===== config.mk =====
export PLATFORM = sky130hd
export DESIGN_NAME = fpcvt_stream
export DESIGN_NICKNAME = d
export VERILOG_FILES = /design/src/rtl/fpcvt_pkg.sv /design/src/rtl/fpcvt_round.sv /design/src/rtl/fpcvt_stream.sv
export SDC_FILE = /design/constraint.sdc
export NUM_CORES = 1
export LEC_CHECK = 0
export BUFFER_PORTS_ARGS = -buffer_cell sky130_fd_sc_hd__buf_2
export CORE_ASPECT_RATIO = 1.2
export CORE_MARGIN = 2
export CORE_UTILIZATION = 56
export DETAILED_ROUTE_END_ITERATION = 8
export GPL_ROUTABILITY_DRIVEN = 0
export PLACE_DENSITY = 0.83
export SLEW_MARGIN = 20
export SYNTH_ARGS = -nofsm -noshare
export SYNTH_HDL_FRONTEND = slang
export SYNTH_SLANG_ARGS = --single-unit
export TNS_END_PERCENT = 1

===== constraint.sdc =====
create_clock -name clk -period 2.3 [get_ports clk]
set_input_delay 0.23 -clock clk [delete_from_list [all_inputs] [get_ports clk]]
set_output_delay 0.23 -clock clk [all_outputs]
set_load 0.05 [all_outputs]

===== src/rtl/fpcvt_pkg.sv =====
// Shared types and sizing helpers for the streaming integer-to-float converter.
// Latency: n/a (declarations only).
// Backpressure: n/a.
//
// Holds the converter FSM state encoding and constant functions deriving the
// input width and maximum exponent from the float field widths.
package fpcvt_pkg;

   typedef enum logic [1:0] {
      IDLE,
      NORM,
      ROUND,
      DONE
   } state_t;

   // Input width: significand bits plus one bit per exponent step.
   function automatic int fpcvtInW(input int expW, input int manW);
      return manW + (1 << expW);
   endfunction

   // Largest exponent code.
   function automatic int fpcvtEMax(input int expW);
      return (1 << expW) - 1;
   endfunction

endpackage


===== src/rtl/fpcvt_round.sv =====
// Rounding stage: turns the normalised magnitude window into the final F/E/sat.
// Latency: combinational.
// Backpressure: none (pure function of its inputs).
//
// Build option: define FPCVT_ROUND_EN for round-half-up with carry into the
// exponent and saturation at E_MAX; leave undefined for plain truncation.
//
// Ports:
//   topBits : magnitude window, [MAN_W:1] candidate significand, [0] round bit
//   eIn/sIn : exponent and sign after normalisation
//   sOut/eOut/fOut/sat : final float fields and saturation flag
module fpcvt_round
   import fpcvt_pkg::*;
#(
   parameter int EXP_W = 3,
   parameter int MAN_W = 5
) (
   input  logic [MAN_W:0]   topBits,
   input  logic [EXP_W-1:0] eIn,
   input  logic             sIn,
   output logic             sOut,
   output logic [EXP_W-1:0] eOut,
   output logic [MAN_W-1:0] fOut,
   output logic             sat
);

`ifdef FPCVT_ROUND_EN
   logic [MAN_W:0] fSum;
   logic [EXP_W:0] eSum;

   always_comb begin
      // One guard bit on each sum catches significand wrap and exponent overflow.
      fSum = {1'b0, topBits[MAN_W:1]} + (MAN_W+1)'(topBits[0]);
      eSum = {1'b0, eIn} + (EXP_W+1)'(fSum[MAN_W]);
      sOut = sIn;
      eOut = eIn;
      fOut = fSum[MAN_W-1:0];
      sat  = 1'b0;
      if (fSum[MAN_W]) begin
         fOut = {1'b1, {(MAN_W-1){1'b0}}};
         eOut = eSum[EXP_W-1:0];
      end
      if (eSum[EXP_W]) begin
         eOut = '1;
         fOut = '1;
         sat  = 1'b1;
      end
   end
`else
   // Round bit is ignored when truncating.
   logic unusedRoundBit;
   assign unusedRoundBit = topBits[0];
   assign sOut = sIn;
   assign eOut = eIn;
   assign fOut = topBits[MAN_W:1];
   assign sat  = 1'b0;
`endif

endmodule


===== src/rtl/fpcvt_stream.sv =====
// Streaming two's-complement to sign/exponent/significand converter, one normalising shift per cycle.
// Latency: n+3 cycles from accept (n = shifts, 0..E_MAX); 1 cycle for the most-negative input.
// Backpressure: single sample in flight; in_ready only in IDLE, result held in DONE until out_ready.
//
// Build option: FPCVT_ROUND_EN selects round-half-up (see fpcvt_round); default truncates.
//
// Ports:
//   clk, rst_n            : rising-edge clock, synchronous active-low reset
//   in_valid/in_ready     : input handshake, in_data sampled only on accept
//   out_valid/out_ready   : output handshake, outputs stable while out_valid && !out_ready
//   out_s/out_e/out_f     : sign, exponent, significand
//   out_sat               : result saturated
module fpcvt_stream
   import fpcvt_pkg::*;
#(
   parameter int EXP_W = 3,
   parameter int MAN_W = 5
) (
   input  logic                                clk,
   input  logic                                rst_n,
   input  logic                                in_valid,
   output logic                                in_ready,
   input  logic [fpcvtInW(EXP_W, MAN_W)-1:0]   in_data,
   output logic                                out_valid,
   input  logic                                out_ready,
   output logic                                out_s,
   output logic [EXP_W-1:0]                    out_e,
   output logic [MAN_W-1:0]                    out_f,
   output logic                                out_sat
);

   localparam int IN_W  = fpcvtInW(EXP_W, MAN_W);
   localparam int E_MAX = fpcvtEMax(EXP_W);
   localparam logic [EXP_W-1:0] E_TOP = EXP_W'(E_MAX);

   state_t state, stateNext;

   logic [IN_W-2:0]  mag;
   logic [EXP_W-1:0] expo;
   logic             sign;

   logic             accept;
   logic             mostNeg;
   logic             normDone;
   logic [IN_W-2:0]  absLow;

   logic             rSign;
   logic [EXP_W-1:0] rExp;
   logic [MAN_W-1:0] rMan;
   logic             rSat;

   assign in_ready  = (state == IDLE) && rst_n;
   assign out_valid = (state == DONE);
   assign accept    = in_valid && in_ready;

   // The most-negative value has no positive counterpart in IN_W bits.
   assign mostNeg  = (in_data == {1'b1, {(IN_W-1){1'b0}}});
   assign absLow   = in_data[IN_W-1] ? (IN_W-1)'(-in_data) : in_data[IN_W-2:0];
   // Stop on a leading one, or at E == 0 (subnormal: no further scaling).
   assign normDone = mag[IN_W-2] || (expo == '0);

   always_ff @(posedge clk) begin
      if (!rst_n) begin
         state <= IDLE;
      end else begin
         state <= stateNext;
      end
   end

   always_comb begin
      stateNext = state;
      case (state)
         IDLE:    if (accept) stateNext = mostNeg ? DONE : NORM;
         NORM:    if (normDone) stateNext = ROUND;
         ROUND:   stateNext = DONE;
         DONE:    if (out_ready) stateNext = IDLE;
         default: stateNext = IDLE;
      endcase
   end

   always_ff @(posedge clk) begin
      if (!rst_n) begin
         mag     <= '0;
         expo    <= '0;
         sign    <= 1'b0;
         out_s   <= 1'b0;
         out_e   <= '0;
         out_f   <= '0;
         out_sat <= 1'b0;
      end else begin
         case (state)
            IDLE: begin
               if (accept) begin
                  sign <= in_data[IN_W-1];
                  mag  <= absLow;
                  expo <= E_TOP;
                  if (mostNeg) begin
                     out_s   <= 1'b1;
                     out_e   <= E_TOP;
                     out_f   <= '1;
                     out_sat <= 1'b1;
                  end
               end
            end
            NORM: begin
               if (!normDone) begin
                  mag  <= {mag[IN_W-3:0], 1'b0};
                  expo <= expo - EXP_W'(1);
               end
            end
            ROUND: begin
               out_s   <= rSign;
               out_e   <= rExp;
               out_f   <= rMan;
               out_sat <= rSat;
            end
            default: ;
         endcase
      end
   end

   fpcvt_round #(
      .EXP_W (EXP_W),
      .MAN_W (MAN_W)
   ) uRound (
      .topBits (mag[IN_W-2 -: MAN_W+1]),
      .eIn     (expo),
      .sIn     (sign),
      .sOut    (rSign),
      .eOut    (rExp),
      .fOut    (rMan),
      .sat     (rSat)
   );

endmodule


==> summary.txt <==
Run status
  • Outcome: completed

Clock tree
  • CTS tree: done
  • # clock sinks: 28
  • CTS Buf Count: 3
  • Clock Latency Late Sink: 0.34 ns
  • Root buffer cell: clkbuf_4
  • Clock transition at path regs: 0.16 ns
  • H-tree levels: 1
  • Longest Clk Path Bufs: 2
  • Setup Buffers After CTS: 0

Yosys
  • Cell Area, Synth: 0.00175 mm²
  • Yosys reg bits: 28
  • Unique masters post-synth: 48
  • Synthesis Warnings: 0
  • Synth Net Count: 236
  • Sequential element share of the synthesized area: 32.0%
  • Post-Syn Instances: 211
  • EDFF count, synth: 0
  • Async SR Flop Fraction: 0%
  • Synthesized area per cell: about 8.3 µm²
  • Post-synth top flop: dfxtp_1

Layout
  • Flip-flop and latch area: 561 µm²
  • Core Util, Final: 65.7%
  • FILL cells: 276
  • ANT cells: 0
  • P&R area growth vs syn: 13.3%
  • Share of layout cells above drive strength 1: 19.5%
  • Area of the multi-input gates: 0.00110 mm²
  • Nets: between 200 and 300

Pwr
  • VDD IR max: 711 µV
  • P_leak: 0.873 nW
  • Tot Pwr: 0.00221 W
  • Pwr/cell area: 1110 mW/mm²

Floorplan
  • Initial Utilization: 57.9%
  • Die area: 0.00360 mm²
  • Die Wd: 55.1 µm
  • Core area: 0.00303 mm²
  • Site row count: 22
  • Die Ht: about 65 µm
  • IO Pins: 29

Worst setup path
  • Worst setup EP type: flop
  • WS Path Type: flop to flop
  • FF-to-FF setup slack: roughly 0.21 ns
  • Reg2reg start: expo[0]$_SDFFE_PN0P_
  • CP max stage cell: nor3b_1
  • Most used cell, CP: ha_1
  • Element type at the critical path start: flop
  • R2R Path End: mag[7]$_SDFFE_PN0P_
  • CP Cell Sequence: inv_1 > ha_1 > ha_1 > nor3b_1 > o21ba_4 > o21ai_0 > a221oi_1
  • Worst Path Required: 2.56 ns
  • Critical Path Max Stage Delay: 0.45 ns
  • Crit Path Max Fanout: 17
  • Arrival time at the worst endpoint: 2.35 ns
  • R2R depth: 7

Hold path
  • Worst hold path class: primary input to flop
  • Hold path endpoint: sign$_SDFFE_PN0P_
  • Hold Crit Depth: 3
  • Hold path start: in_valid

STA
  • Fin crit share: 91.0%
  • Layout Skew: 0.0155 ns
  • Final Max Slew Viols: 0
  • Final hold violation count: 0
  • Setup_tns: 0 ns
  • Worst Tran Pin Value: between 0.6 and 0.7 ns
  • Unrepaired setup endpoints after global routing: false
  • Slew Limit Headroom: 58.8%
  • Hold WS: 0.197 ns
  • Minimum clock period: 2.09 ns
  • Setup Viol. Count Final: 0
  • Max Fclk: between 400 and 500 MHz

Routing
  • Final ANT Viol Nets: 0
  • Routed len/inst: approximately 14 µm
  • DR pass1 iterations: 4
  • Via count: 1581
  • Vias per cell: 5.81
  • # DRC: 0
  • Initial DRC Count: 26
  • WL final: approximately 3700 µm

Placed design
  • I/O Buffers: 28
  • Hpwl dp: approximately 2700 µm

GRT
  • Largest net degree at the start of global routing: 28
  • First-pass GRT wire length: 6200 µm
  • GR Util All Layers: between 20% and 30%
  • Total grt overflow: 0
  • Vias in the first global route: 1411
  • Initial antenna violation count: 0

Flow run
  • Maxcap violations: 0
[through the flow]
| stage | worst slack (ns) | cell area (µm²) | instances |
|---|---|---|---|
| floorplan | 0.541 | 1750 | 211 |
| global placement | 0.220 | 1920 | 268 |
| detailed placement | 0.175 | 1920 | 268 |
| CTS | 0.147 | 1970 | 272 |
| global route | 0.0441 | 1990 | 272 |
| finish | 0.208 | 1990 | 272 |
[worst max-delay path: cells and delay by family (launching register included)]
kind / cells / cell delay, ns
buffers and inverters: 1 / 0.06
AOI/OAI and AO/OA: 3 / 0.76
and+or+nand+nor: 1 / 0.45
adders and majority gates: 2 / 0.36
DFF: 1 / 0.38
[synthesized netlist by cell type (all sizes together), types with 2 or more instances]
| cell | n | area (µm²) |
|---|---|---|
| o21ai | 20 | 100 |
| a311oi | 2 | 17.5 |
| a211oi | 2 | 15.0 |
| or3b | 2 | 17.5 |
| nor2b | 3 | 18.8 |
| mux2i | 14 | 140 |
| o211ai | 2 | 15.0 |
| or3 | 4 | 25.0 |
| o31ai | 3 | 22.5 |
| nor2 | 7 | 26.3 |
| buf | 7 | 42.5 |
| nand4 | 2 | 12.5 |
| dfxtp | 28 | 561 |
| xnor2 | 3 | 26.3 |
| or4 | 3 | 26.3 |
| nand2 | 19 | 71.3 |
| a31oi | 2 | 12.5 |
| and3 | 2 | 12.5 |
| nor4b | 2 | 17.5 |
| inv | 12 | 45.0 |
| nand2b | 7 | 43.8 |
| a21o | 2 | 15.0 |
| nand3 | 7 | 35.0 |
| nor3b | 9 | 67.6 |
| a21oi | 11 | 55.1 |
| a21boi | 3 | 22.5 |
| o21bai | 2 | 15.0 |
| clkbuf | 6 | 22.5 |
| ha | 8 | 100 |
| nor3 | 3 | 15.0 |
[worst max path at each step]
| stage | startpoint | end | cells after the start | slack (ns) |
|---|---|---|---|---|
| 3_5_place_dp | state[1]$_SDFFE_PN0P_ | mag[7]$_SDFFE_PN0P_ | 6 | 0.17 |
| 3_3_place_gp | expo[0]$_SDFFE_PN0P_ | mag[0]$_SDFFE_PN0P_ | 7 | 0.22 |
| 4_1_cts | state[1]$_SDFFE_PN0P_ | mag[7]$_SDFFE_PN0P_ | 6 | 0.15 |
| 2_1_floorplan | expo[0]$_SDFFE_PN0P_ | mag[11]$_SDFFE_PN0P_ | 9 | 0.54 |
| 6_report | expo[0]$_SDFFE_PN0P_ | mag[7]$_SDFFE_PN0P_ | 7 | 0.21 |
| 5_1_grt | expo[0]$_SDFFE_PN0P_ | mag[0]$_SDFFE_PN0P_ | 7 | 0.04 |
[report_power, final]
group	leakage, nW	switching, W	internal (W)
clock	0.0279	0.000149	0.000176
combinational	0.616	0.000713	0.000433
sequential	0.229	0.0000996	0.000641
total	0.873	0.000961	0.00125
[sequential cells by signal, summed over array words and instances, names as in the netlist]
signal	flops
expo	3
mag	12
out_e	3
out_f	5
out_s	1
out_sat	1
sign	1
state	2
[layer usage]
layer  share of wire [%]  vias up  track usage [%]
met4                0.62        0             6.40
met3                 3.4        2             2.73
li1                    -      810                -
met1                  48      736             30.3
met5                   0        -                0
met2                  48       33             38.7
[cell families after synthesis]
| logic type | after synthesis | share of synthesized area, % |
|---|---|---|
| compound gates | 57 | 20.9 |
| xor+xnor | 4 | 2.00 |
| fa+ha+maj | 8 | 5.71 |
| buf+inv | 25 | 6.28 |
| flops | 28 | 32.0 |
| mux | 14 | 7.99 |
| simple gates | 75 | 25.2 |
[layout by cell type (no fill, tap or decap), drive strengths merged, types with 2 or more instances in the layout]
| cell type | synthesis | final |
|---|---|---|
| a21boi | 3 | 3 |
| or3 | 4 | 4 |
| or4 | 3 | 3 |
| or3b | 2 | 2 |
| a211oi | 2 | 2 |
| o31ai | 3 | 3 |
| and3 | 2 | 2 |
| o21ai | 20 | 20 |
| a21oi | 11 | 11 |
| nand3 | 7 | 7 |
| nand2 | 19 | 19 |
| inv | 12 | 12 |
| o211ai | 2 | 2 |
| nand4 | 2 | 2 |
| nor2 | 7 | 7 |
| clkbuf | 6 | 3 |
| nor3b | 9 | 9 |
| nand2b | 7 | 7 |
| o21bai | 2 | 2 |
| nor3 | 3 | 3 |
| ha | 8 | 8 |
| nor4b | 2 | 2 |
| mux2i | 14 | 14 |
| a21o | 2 | 2 |
| buf | 7 | 34 |
| nor2b | 3 | 3 |
| a31oi | 2 | 2 |
| a311oi | 2 | 2 |
| xnor2 | 3 | 3 |
| dfxtp | 28 | 28 |
[what timing repair did]
item,CTS,global route
endpoints found under the setup margin,0,6
gates resized for setup,0,2
hold buffers,0,0
[final cells by class]
class	instances	area share (%)
multi-input combinational	158	55.3
timing repair buffer	34	9.31
inverter	12	2.27
clock inverter	1	1.51
clock buffer	3	1.13
sequential	28	28.2
tap	36	2.27
(Power assumes the default switching activity.)
